File: config.mk
export PLATFORM = sky130hd
export DESIGN_NAME = llr_stream_tx
export DESIGN_NICKNAME = d
export VERILOG_FILES = /design/src/rtl/llr_stream_tx_pkg.sv /design/src/rtl/llr_beat_mux.sv /design/src/rtl/llr_stream_tx.sv
export SDC_FILE = /design/constraint.sdc
export NUM_CORES = 1
export LEC_CHECK = 0
export BUFFER_PORTS_ARGS = -buffer_cell sky130_fd_sc_hd__buf_2
export CAP_MARGIN = 20
export CORE_ASPECT_RATIO = 0.7
export CORE_UTILIZATION = 55
export DETAILED_ROUTE_END_ITERATION = 6
export HOLD_SLACK_MARGIN = 0.02
export PLACE_DENSITY = 0.75
export SYNTH_ARGS = -nofsm -noshare
export SYNTH_HDL_FRONTEND = slang
export SYNTH_SLANG_ARGS = --single-unit
File: constraint.sdc
create_clock -name clk -period 15.3 [get_ports clk]
set_input_delay 0.765 -clock clk [delete_from_list [all_inputs] [get_ports clk]]
set_output_delay 0.765 -clock clk [all_outputs]
set_load 0.01 [all_outputs]
File: src/rtl/llr_stream_tx_pkg.sv
// Shared chunking constants, FSM encodings and sizing helpers for the LLR
// stream transmitter and the decoder-side loader.
package llr_stream_tx_pkg;

  localparam logic RESET_VAL = 1'b0;

  localparam int DEF_WIDTH      = 8;
  localparam int DEF_N_LLRS     = 4;
  localparam int DEF_N_V        = 31;
  localparam int DEF_GAP_CYCLES = 2;

  typedef enum logic [2:0] {
    ST_IDLE = 3'd0,
    ST_SEND = 3'd1,
    ST_GAP  = 3'd2
  } tx_state_t;

  function automatic int n_beats(input int nv, input int nl);
    return (nv + nl - 1) / nl;
  endfunction

  function automatic int last_llrs(input int nv, input int nl);
    return (nv - 1) % nl + 1;
  endfunction

  // Counter must reach both the last beat index and the gap length.
  function automatic int cnt_width(input int nb, input int gap);
    int m;
    m = (nb > gap) ? nb : gap;
    return (m < 2) ? 1 : $clog2(m + 1);
  endfunction

endpackage

File: src/rtl/llr_beat_mux.sv
// Combinational selector of beat k from a frame: full beats are MS-first
// from the top of the frame, the last beat is low-aligned and zero-filled.
module llr_beat_mux
  import llr_stream_tx_pkg::*;
#(
  parameter int WIDTH  = DEF_WIDTH,
  parameter int N_LLRS = DEF_N_LLRS,
  parameter int N_V    = DEF_N_V,
  parameter int BW     = 4
) (
  input  logic [N_V*WIDTH-1:0]    frame,
  input  logic [BW-1:0]           beat,
  output logic [N_LLRS*WIDTH-1:0] llr
);

  localparam int NB = n_beats(N_V, N_LLRS);
  localparam int LL = last_llrs(N_V, N_LLRS);
  localparam int IW = (N_V > 1) ? $clog2(N_V) : 1;

  logic [WIDTH-1:0] llrs [N_V];
  logic [WIDTH-1:0] slot [N_LLRS];
  logic             is_last;

  assign is_last = (int'(beat) == NB - 1);

  for (genvar gi = 0; gi < N_V; gi++) begin : g_split
    assign llrs[gi] = frame[gi*WIDTH +: WIDTH];
  end

  for (genvar gi = 0; gi < N_LLRS; gi++) begin : g_slot
    always_comb begin
      int idx;
      slot[gi] = '0;
      idx = is_last ? gi : (N_V - (int'(beat) + 1) * N_LLRS + gi);
      if (idx >= 0 && idx < N_V && (!is_last || gi < LL))
        slot[gi] = llrs[IW'(idx)];
    end
    assign llr[gi*WIDTH +: WIDTH] = slot[gi];
  end

endmodule

File: src/rtl/llr_stream_tx.sv
// Frame-to-chunk serializer feeding the decoder LLR load bus, with a
// one-frame pending buffer and a forced idle gap between frames.
module llr_stream_tx
  import llr_stream_tx_pkg::*;
#(
  parameter int WIDTH      = DEF_WIDTH,
  parameter int N_LLRS     = DEF_N_LLRS,
  parameter int N_V        = DEF_N_V,
  parameter int GAP_CYCLES = DEF_GAP_CYCLES
) (
  input  logic                    clk,
  input  logic                    rst,
  input  logic [WIDTH*N_V-1:0]    frame_in,
  input  logic                    frame_valid,
  output logic                    frame_ready,
  input  logic                    hold,
  output logic [N_LLRS*WIDTH-1:0] llr,
  output logic                    first_data,
  output logic                    data_valid,
  output logic                    busy
);

  localparam int NB = n_beats(N_V, N_LLRS);
  localparam int CW = cnt_width(NB, GAP_CYCLES);

  tx_state_t               state_reg;
  logic                    pend_valid_reg;
  logic [N_V*WIDTH-1:0]    pend_reg;
  logic [N_V*WIDTH-1:0]    active_reg;
  logic [CW-1:0]           cnt_reg;
  logic [N_LLRS*WIDTH-1:0] llr_reg;
  logic                    first_reg;
  logic                    dv_reg;

  logic [N_V*WIDTH-1:0]    mux_frame;
  logic [CW-1:0]           mux_beat;
  logic [N_LLRS*WIDTH-1:0] mux_llr;

  // Beat 0 is taken straight from pending on the edge it moves to active.
  assign mux_frame = (state_reg == ST_IDLE) ? pend_reg : active_reg;
  assign mux_beat  = (state_reg == ST_IDLE) ? '0 : cnt_reg;

  llr_beat_mux #(
    .WIDTH (WIDTH),
    .N_LLRS(N_LLRS),
    .N_V   (N_V),
    .BW    (CW)
  ) u_mux (
    .frame(mux_frame),
    .beat (mux_beat),
    .llr  (mux_llr)
  );

  always_ff @(posedge clk) begin
    if (rst == RESET_VAL) begin
      state_reg      <= ST_IDLE;
      pend_valid_reg <= 1'b0;
      cnt_reg        <= '0;
      llr_reg        <= '0;
      first_reg      <= 1'b0;
      dv_reg         <= 1'b0;
    end else begin
      first_reg <= 1'b0;
      dv_reg    <= 1'b0;
      if (frame_valid && !pend_valid_reg) begin
        pend_reg       <= frame_in;
        pend_valid_reg <= 1'b1;
      end
      case (state_reg)
        ST_IDLE: begin
          if (pend_valid_reg && !hold) begin
            active_reg     <= pend_reg;
            pend_valid_reg <= 1'b0;
            llr_reg        <= mux_llr;
            first_reg      <= 1'b1;
            dv_reg         <= 1'b1;
            if (NB == 1) begin
              if (GAP_CYCLES == 0) begin
                state_reg <= ST_IDLE;
                cnt_reg   <= '0;
              end else begin
                state_reg <= ST_GAP;
                cnt_reg   <= CW'(GAP_CYCLES);
              end
            end else begin
              state_reg <= ST_SEND;
              cnt_reg   <= CW'(1);
            end
          end
        end
        ST_SEND: begin
          if (!hold) begin
            llr_reg <= mux_llr;
            dv_reg  <= 1'b1;
            if (cnt_reg == CW'(NB - 1)) begin
              if (GAP_CYCLES == 0) begin
                state_reg <= ST_IDLE;
                cnt_reg   <= '0;
              end else begin
                state_reg <= ST_GAP;
                cnt_reg   <= CW'(GAP_CYCLES);
              end
            end else begin
              cnt_reg <= cnt_reg + CW'(1);
            end
          end
        end
        ST_GAP: begin
          if (cnt_reg <= CW'(1)) begin
            state_reg <= ST_IDLE;
            cnt_reg   <= '0;
          end else begin
            cnt_reg <= cnt_reg - CW'(1);
          end
        end
        default: state_reg <= ST_IDLE;
      endcase
    end
  end

  assign frame_ready = !pend_valid_reg;
  assign busy        = (state_reg != ST_IDLE) || pend_valid_reg;
  assign llr         = llr_reg;
  assign first_data  = first_reg;
  assign data_valid  = dv_reg;

endmodule

==> impl_results.rst, run 1 <==
.. list-table::
   :header-rows: 1

   * - Metric
     - Value
   * - Run status
     - finished, final reports clean
   * - Cell area after technology mapping
     - 20,470 um2
   * - CP required
     - 15,510 ps
   * - Relative contribution of combinational cells to total power
     - 14.5%
   * - Post-placement worst setup slack
     - 11,050 ps
   * - Sequential cell area in the final layout
     - 15,720 um2
   * - Most frequent cells in the layout
     - sky130_fd_sc_hd__edfxtp_1 (496), sky130_fd_sc_hd__buf_2 (287), sky130_fd_sc_hd__nand2_1 (130)
   * - Avg Vias per Cell
     - 6.123
   * - Unique masters post-synth
     - 71
   * - Area added between synthesis and finish
     - 16.64%
   * - Vert. Die Dim
     - 163.4 um
   * - Clock buffer depth
     - 3
   * - Post-CTS resize count
     - 0
   * - RSZ-0062 raised after global routing
     - false
   * - Residual antenna-violating net count after detailed routing
     - 0
   * - Proportion of power drawn by the clock network
     - 35.1%
   * - Root buf cell
     - sky130_fd_sc_hd__clkbuf_16
   * - Detail Placement HPWL
     - 33,870 um
   * - Leakage power
     - 8.475 nW
   * - Post-CTS setup repair buffer count
     - 0
   * - Achievable clock frequency
     - 236.8 MHz
   * - Standard-cell rows
     - 58
   * - Average routed wire per standard cell
     - 25.24 um
   * - Number of remaining DRC errors
     - 0
   * - Synth Net Count
     - 1,461
   * - Register area share after synthesis
     - 76.76%
   * - Total global routing overflow
     - 0
   * - Worst Hold Margin
     - 347.3 ps
   * - Post-synthesis async set-or-reset flop share
     - 0%
   * - Internal portion of total power
     - 2.558 mW
   * - EDFF count, synth
     - 496
   * - Max Used Layer
     - met5
   * - Count of pins on the block boundary
     - 288
   * - Core region area
     - 36,280 um2
   * - Worst relative slew slack
     - 23.52%
   * - Fin nets
     - 1,749
   * - Routed Wire Length
     - 50,740 um
   * - Commonest non-fill, non-tap cell in the layout
     - sky130_fd_sc_hd__edfxtp_1
   * - Synth area leader
     - sky130_fd_sc_hd__edfxtp_1
   * - Final instance count without filler cells
     - 2,010
   * - Crit path max fanout
     - 76
   * - Clock transition at the registers of the reported paths
     - 70 ps
   * - Initial antenna violation count
     - 8
   * - Fraction of final layout cells sized beyond drive strength 1
     - 29.51%
   * - Flop pwr share
     - 50.4%
   * - Pre-Repair DR Iteration Count
     - 6
   * - Clock net sink count
     - 537
   * - Inserted Clock Buffers
     - 48
   * - Hold Path Class
     - in -> reg
   * - Vias in the first global route
     - 11,960
   * - Final worst slack
     - 11,080 ps
   * - Classification of the worst setup path
     - reg -> reg
   * - Tmin final
     - 4223 ps
   * - Fraction of post-synthesis cell area in the top cell type by area
     - 72.75%
   * - Sum of negative setup slack
     - 0 ps
   * - Maximum number of pins on one net before global-route repair
     - 77
   * - Highest ir drop seen on vdd
     - 0.00009893 V
   * - Cells after Synth
     - 1,201
   * - Crit start category
     - flop
   * - Met2 layer wire length in the routed design
     - 22,580 um
   * - Synthesized area per cell
     - 17.05 um2
   * - Primary FF master, synth
     - sky130_fd_sc_hd__edfxtp_1
   * - DRC violation total after the first TritonRoute iteration
     - 1,661
   * - Clk_lat worst skew
     - 590 ps
   * - Met1 wire length
     - 20,900 um
   * - Port bufs
     - 287
   * - Endpoint class of the critical path
     - flop
   * - Switching power
     - 892.8 uW
   * - TritonCTS clock tree
     - built
   * - Final core occ
     - 65.81%
   * - Final number of setup-violating endpoints
     - 0
   * - Final count of hold timing violations
     - 0
   * - Total number of vias
     - 12,310
   * - Net Sw Frac
     - 25.87%
   * - Aggregate global-route resource usage
     - 26.79%
   * - Global-route wire length before repair
     - 73,800 um
   * - Overall die area
     - 38,010 um2
   * - Multi-input combinational cell area
     - 4352 um2
   * - Pins Over Slew Limit
     - 0
   * - Cell types occupying the most area after synthesis
     - sky130_fd_sc_hd__edfxtp_1 (73%), sky130_fd_sc_hd__dfxtp_1 (4.0%), sky130_fd_sc_hd__mux4_2 (3.7%)
   * - Routed length on met3
     - 6068 um
   * - Total power per unit cell area
     - 144.5 nW/um2
   * - Final period util
     - 27.60%
   * - Hold_buf cts
     - 0
   * - Number of maximum-capacitance constraint violations
     - 0
   * - Number of filler cells placed in the layout
     - 2,530
   * - Post-synthesis register bit count
     - 537
   * - Synth warnings
     - 0
   * - Final clock skew
     - 15.33 ps
   * - Maximum level of the CTS H-tree
     - 2
   * - RD Place Congestion
     - 0.8947
   * - Cell count after placement
     - 1,919
   * - Initial cell density of the core
     - 56.42%
   * - Die extent in x
     - 232.6 um
   * - Worst Tran Pin Value
     - 1147 ps
   * - Worst EP arrival
     - 4430 ps
[per-layer routing]
metal	up-vias	global-route usage [%]
li1	5340	-
met2	805	38.74
met5	-	0
met4	4	8.229
met1	6060	39.56
met3	99	7.734
[worst paths after layout]
path / startpoint / endpoint / slack (ps) / cells past startpoint
max: state_reg[0] / active_reg[215] / 11080 / 6
min: frame_in[217] / pend_reg[217] / 350 / 1
max reg2reg: state_reg[0] / active_reg[215] / 11080 / 6
min reg2reg: pend_reg[170] / active_reg[170] / 420 / 0
[final cells by class]
cell class              instances  share of cell area [%]
diodes                          5                 0.05240
clock buffers                  56                   5.156
clock inverters                30                   1.389
inverters                      12                  0.1886
multi-input cells             583                   18.22
flip-flops and latches        537                   65.83
well taps                     480                   2.515
repair buffers                307                   6.644
[metrics by stage]
| step | cell area [um2] | total power [mW] |
|---|---|---|
| 2_1_floorplan | 20470 | 2.101 |
| 3_3_place_gp | 22300 | 2.250 |
| 3_5_place_dp | 22300 | 2.260 |
| 4_1_cts | 23870 | 3.457 |
| 5_1_grt | 23870 | 3.566 |
| 6_report | 23880 | 3.451 |
[logic make-up (layout without fill, tap and decap cells)]
family	count (synthesis)	in the layout	synth area share, %
xor+xnor	2	2	0.08557
flops	537	537	76.76
fa+ha+maj	8	8	0.4889
other cells	0	5	0
buf+inv	81	405	2.151
mux	106	106	7.376
compound gates	207	207	7.046
simple gates	260	260	6.093
[power groups by stage]
stage | Sequential [mW] | Combinational (mW) | Clock [mW]
finish | 1.74 | 0.500 | 1.21
global route | 1.75 | 0.534 | 1.29
CTS | 1.74 | 0.494 | 1.22
detailed placement | 1.77 | 0.491 | 0
global placement | 1.77 | 0.482 | 0
floorplan | 1.77 | 0.332 | 0
[Yosys cell counts (3+ instances only)]
cell,number
sky130_fd_sc_hd__edfxtp_1,496
sky130_fd_sc_hd__nand2_1,130
sky130_fd_sc_hd__mux2i_1,56
sky130_fd_sc_hd__dfxtp_1,41
sky130_fd_sc_hd__o21ai_0,40
sky130_fd_sc_hd__nand3_1,35
sky130_fd_sc_hd__mux4_2,34
sky130_fd_sc_hd__buf_2,31
sky130_fd_sc_hd__nor2_1,26
sky130_fd_sc_hd__a21oi_1,24
sky130_fd_sc_hd__o22ai_1,24
sky130_fd_sc_hd__a22oi_1,19
sky130_fd_sc_hd__clkbuf_1,16
sky130_fd_sc_hd__mux2_2,15
sky130_fd_sc_hd__a31oi_1,14
sky130_fd_sc_hd__nand4_1,13
sky130_fd_sc_hd__buf_4,12
sky130_fd_sc_hd__o211ai_1,10
sky130_fd_sc_hd__a32oi_1,9
sky130_fd_sc_hd__inv_1,9
sky130_fd_sc_hd__and2_1,8
sky130_fd_sc_hd__ha_1,8
sky130_fd_sc_hd__nand2b_1,8
sky130_fd_sc_hd__nor2b_1,8
sky130_fd_sc_hd__nor3_1,8
sky130_fd_sc_hd__o221ai_1,8
sky130_fd_sc_hd__a2bb2oi_1,7
sky130_fd_sc_hd__buf_6,7
sky130_fd_sc_hd__a211oi_1,6
sky130_fd_sc_hd__a221oi_1,6
sky130_fd_sc_hd__a32o_1,5
sky130_fd_sc_hd__o31ai_1,5
sky130_fd_sc_hd__and3_1,4
sky130_fd_sc_hd__o311ai_1,4
sky130_fd_sc_hd__a221oi_2,3
sky130_fd_sc_hd__a311oi_1,3
sky130_fd_sc_hd__buf_1,3
sky130_fd_sc_hd__nor4_1,3
sky130_fd_sc_hd__o21ai_1,3
[worst max-delay path, cell delays in order, from the launching register on]
cell,delay [ps]
sky130_fd_sc_hd__dfxtp_1,340
sky130_fd_sc_hd__inv_1,140
sky130_fd_sc_hd__ha_4,500
sky130_fd_sc_hd__nand2_2,230
sky130_fd_sc_hd__nor2_4,810
sky130_fd_sc_hd__buf_4,890
sky130_fd_sc_hd__buf_4,820
(Power assumes the default switching activity.)
==> run 2, diff against run 1 <==
--- a/config.mk
+++ b/config.mk
@@ -5,13 +5,14 @@
 export SDC_FILE = /design/constraint.sdc
 export NUM_CORES = 1
 export LEC_CHECK = 0
+export ABC_AREA = 1
 export BUFFER_PORTS_ARGS = -buffer_cell sky130_fd_sc_hd__buf_2
 export CAP_MARGIN = 20
 export CORE_ASPECT_RATIO = 0.7
 export CORE_UTILIZATION = 55
 export DETAILED_ROUTE_END_ITERATION = 6
 export HOLD_SLACK_MARGIN = 0.02
-export PLACE_DENSITY = 0.75
+export PLACE_DENSITY = 0.74
 export SYNTH_ARGS = -nofsm -noshare
 export SYNTH_HDL_FRONTEND = slang
 export SYNTH_SLANG_ARGS = --single-unit
==> constraint.sdc (replaced) <==
create_clock -name clk -period 3.9 [get_ports clk]
set_input_delay 0.195 -clock clk [delete_from_list [all_inputs] [get_ports clk]]
set_output_delay 0.195 -clock clk [all_outputs]
set_load 0.01 [all_outputs]
==> run 2 against run 1 <==
Clock-buffer cell count increased by 14; wire length increased by 50%; first-iteration DRC count increased by 80%; synthesized cell count increased by 89%; global-route usage increased by 8.1 points; non-clock buffer count increased by 269; clock skew increased by 5.7 ps; via count increased by 58%; power increased to 5.5 times the previous value; cell count increased by 67%; hold slack got worse by 37 ps; fmax increased by 35%; critical endpoint is now llr[21].
==> impl_results.rst, run 2 <==
.. list-table::
   :header-rows: 1

   * - Metric
     - Value
   * - Total Power Consumption
     - 19.05 mW
   * - Global-route wire length before repair
     - 111,300 um
   * - Fraction of post-synthesis cell area in the top cell type by area
     - 63.80%
   * - Synth cell count leaders
     - sky130_fd_sc_hd__nand2_1 (906), sky130_fd_sc_hd__edfxtp_1 (496), sky130_fd_sc_hd__nand3_1 (323)
   * - Number of filler cells placed in the layout
     - 2,937
   * - Register area share after synthesis
     - 67.32%
   * - Endpoint class of the critical path
     - flop
   * - Leakage power
     - 11.94 nW
   * - Pins Over Slew Limit
     - 0
   * - Post-synthesis register bit count
     - 537
   * - EDFF count, synth
     - 496
   * - Sequential cell area in the final layout
     - 15,720 um2
   * - Final worst slack
     - 760.1 ps
   * - Detail Placement HPWL
     - 48,200 um
   * - Classification of the worst setup path
     - reg -> reg
   * - Cell area after technology mapping
     - 23,340 um2
   * - Clk_lat worst skew
     - 590 ps
   * - Cell count after placement
     - 3,005
   * - DRC violation total after the first TritonRoute iteration
     - 2,989
   * - Overall die area
     - 43,280 um2
   * - Post-CTS setup repair buffer count
     - 0
   * - Count of pins on the block boundary
     - 288
   * - Crit start category
     - flop
   * - Total power per unit cell area
     - 647.7 nW/um2
   * - Source of the worst register-to-register timing path
     - state_reg[0]
   * - Final instance count without filler cells
     - 3,352
   * - Post-CTS resize count
     - 0
   * - Unique masters post-synth
     - 33
   * - Vias in the first global route
     - 18,330
   * - Fin nets
     - 3,024
   * - Post-synthesis async set-or-reset flop share
     - 0%
   * - Commonest non-fill, non-tap cell in the layout
     - sky130_fd_sc_hd__nand2_1
   * - Total global routing overflow
     - 0
   * - FF-to-FF setup slack
     - 760 ps
   * - CP required
     - 4400 ps
   * - Post-placement worst setup slack
     - 864.9 ps
   * - TritonCTS clock tree
     - built
   * - Vert. Die Dim
     - 174.4 um
   * - Initial cell density of the core
     - 56.35%
   * - Cells after Synth
     - 2,271
   * - Fraction of final layout cells sized beyond drive strength 1
     - 15.51%
   * - Achievable clock frequency
     - 318.5 MHz
   * - RSZ-0062 raised after global routing
     - false
   * - Initial antenna violation count
     - 4
   * - Worst Tran Pin Value
     - 983.5 ps
   * - Residual antenna-violating net count after detailed routing
     - 0
   * - Clock net sink count
     - 537
   * - Multi-input combinational cell area
     - 6653 um2
   * - Average routed wire per standard cell
     - 22.65 um
   * - Most used standard cell by instance count after synthesis
     - sky130_fd_sc_hd__nand2_1
   * - Cell types occupying the most area after synthesis
     - sky130_fd_sc_hd__edfxtp_1 (64%), sky130_fd_sc_hd__nand2_1 (15%), sky130_fd_sc_hd__nand3_1 (6.9%)
   * - Synth Net Count
     - 2,531
   * - Maximum number of pins on one net before global-route repair
     - 151
   * - Worst EP arrival
     - 3640 ps
   * - Hold Path Class
     - in -> reg
   * - Worst flop-to-flop path endpoint
     - llr[21]
   * - Routed Wire Length
     - 75,920 um
   * - Total number of vias
     - 19,450
   * - Final number of setup-violating endpoints
     - 0
   * - Final period util
     - 80.51%
   * - Highest ir drop seen on vdd
     - 0.0008375 V
   * - Most frequent cells in the layout
     - sky130_fd_sc_hd__nand2_1 (905), sky130_fd_sc_hd__edfxtp_1 (496), sky130_fd_sc_hd__nand3_1 (323)
   * - Number of remaining DRC errors
     - 0
   * - Port bufs
     - 287
   * - RD Place Congestion
     - 1.002
   * - Hold_buf cts
     - 251
   * - Pre-Repair DR Iteration Count
     - 7
   * - Critical hold path startpoint
     - frame_in[230]
   * - Core region area
     - 41,420 um2
   * - Synth area leader
     - sky130_fd_sc_hd__edfxtp_1
   * - Worst relative slew slack
     - 34.43%
   * - Tmin final
     - 3140 ps
   * - Crit path max fanout
     - 70
   * - Synthesized area per cell
     - 10.28 um2
   * - Primary FF master, synth
     - sky130_fd_sc_hd__edfxtp_1
   * - Number of maximum-capacitance constraint violations
     - 0
   * - Clock buffer depth
     - 3
   * - Hold Crit Endpoint
     - pend_reg[230]
   * - Worst hold path cell count
     - 2
   * - Inserted Clock Buffers
     - 50
   * - Standard-cell rows
     - 62
   * - Aggregate global-route resource usage
     - 34.88%
   * - Synth warnings
     - 0
   * - Avg Vias per Cell
     - 5.801
   * - Final count of hold timing violations
     - 0
   * - Maximum level of the CTS H-tree
     - 2
   * - Run status
     - finished, final reports clean
   * - Reg2Reg Depth
     - 15
   * - Final clock skew
     - 21.07 ps
   * - Area added between synthesis and finish
     - 26.00%
   * - Die extent in x
     - 248.2 um
   * - Clock transition at the registers of the reported paths
     - 70 ps
   * - Root buf cell
     - sky130_fd_sc_hd__clkbuf_16
## run 2: where the power goes
part | internal [mW] | switching, mW | leakage (nW) | total (mW)
Sequential | 6.70 | 0.240 | 4.88 | 6.94
Clock | 2.95 | 2.19 | 0.818 | 5.15
Combinational | 2.02 | 4.94 | 6.24 | 6.97
Total | 11.7 | 7.38 | 11.9 | 19.0
## run 2: kinds of logic after synthesis
family	after synthesis	share of synthesized area, %
compound gates	151	3.548
flops	537	67.32
simple gates	1358	24.19
buf+inv	215	4.433
xor+xnor	2	0.07505
fa+ha+maj	8	0.4288
## run 2: area by class of cell
| type | instances | area share [%] |
|---|---|---|
| repair buffers | 576 | 14.82 |
| flip-flops and latches | 537 | 53.44 |
| multi-input cells | 1519 | 22.62 |
| diodes | 3 | 0.02552 |
| clock inverters | 23 | 1.021 |
| clock buffers | 70 | 4.718 |
| well taps | 544 | 2.314 |
| inverters | 80 | 1.038 |
## run 2: worst max-delay path by stage
| stage | to | from | slack, ps | cells past startpoint |
|---|---|---|---|---|
| detailed placement | llr[21] | state_reg[1] | 860 | 13 |
| finish | llr[21] | state_reg[0] | 760 | 15 |
| floorplan | active_reg[0] | state_reg[1] | -1510 | 10 |
| global placement | llr[21] | state_reg[0] | 950 | 13 |
| CTS | llr[21] | state_reg[1] | 840 | 13 |
| global route | llr[21] | state_reg[1] | 570 | 15 |
## run 2: layer usage
| metal | vias to the layer above | wire length, um | track usage (%) |
|---|---|---|---|
| li1 | 8748 | - | - |
| met2 | 1344 | 32920 | 50.64 |
| met4 | 2 | 2592 | 10.98 |
| met1 | 9183 | 29910 | 49.96 |
| met5 | - | 13 | 0 |
| met3 | 168 | 10480 | 11.12 |
## run 2: worst max-delay path, cell delays in order, from the launching register on
cell and delay [ps]:
sky130_fd_sc_hd__dfxtp_2 350, sky130_fd_sc_hd__inv_2 60, sky130_fd_sc_hd__ha_4 210, sky130_fd_sc_hd__inv_6 80, sky130_fd_sc_hd__nand2_4 40, sky130_fd_sc_hd__inv_2 240
sky130_fd_sc_hd__ha_1 280, sky130_fd_sc_hd__nand2_2 100, sky130_fd_sc_hd__nor2_4 430, sky130_fd_sc_hd__buf_12 350, sky130_fd_sc_hd__nand2_1 200, sky130_fd_sc_hd__nand3_1 130
sky130_fd_sc_hd__nand3_1 90, sky130_fd_sc_hd__nand3_1 230, sky130_fd_sc_hd__nand3_1 130, sky130_fd_sc_hd__a21oi_1 130
## run 2: per-stage QoR
stage               hold slack, ps  setup TNS, ps  util [%]  instance area, um2
floorplan                    293.9        -496560         -               23400
global placement             371.1              0     60.84               25200
detailed placement           373.1              0     60.84               25200
CTS                          301.4              0     70.98               29400
global route                 310.6              0     70.99               29410
finish                       310.0              0     71.00               29410
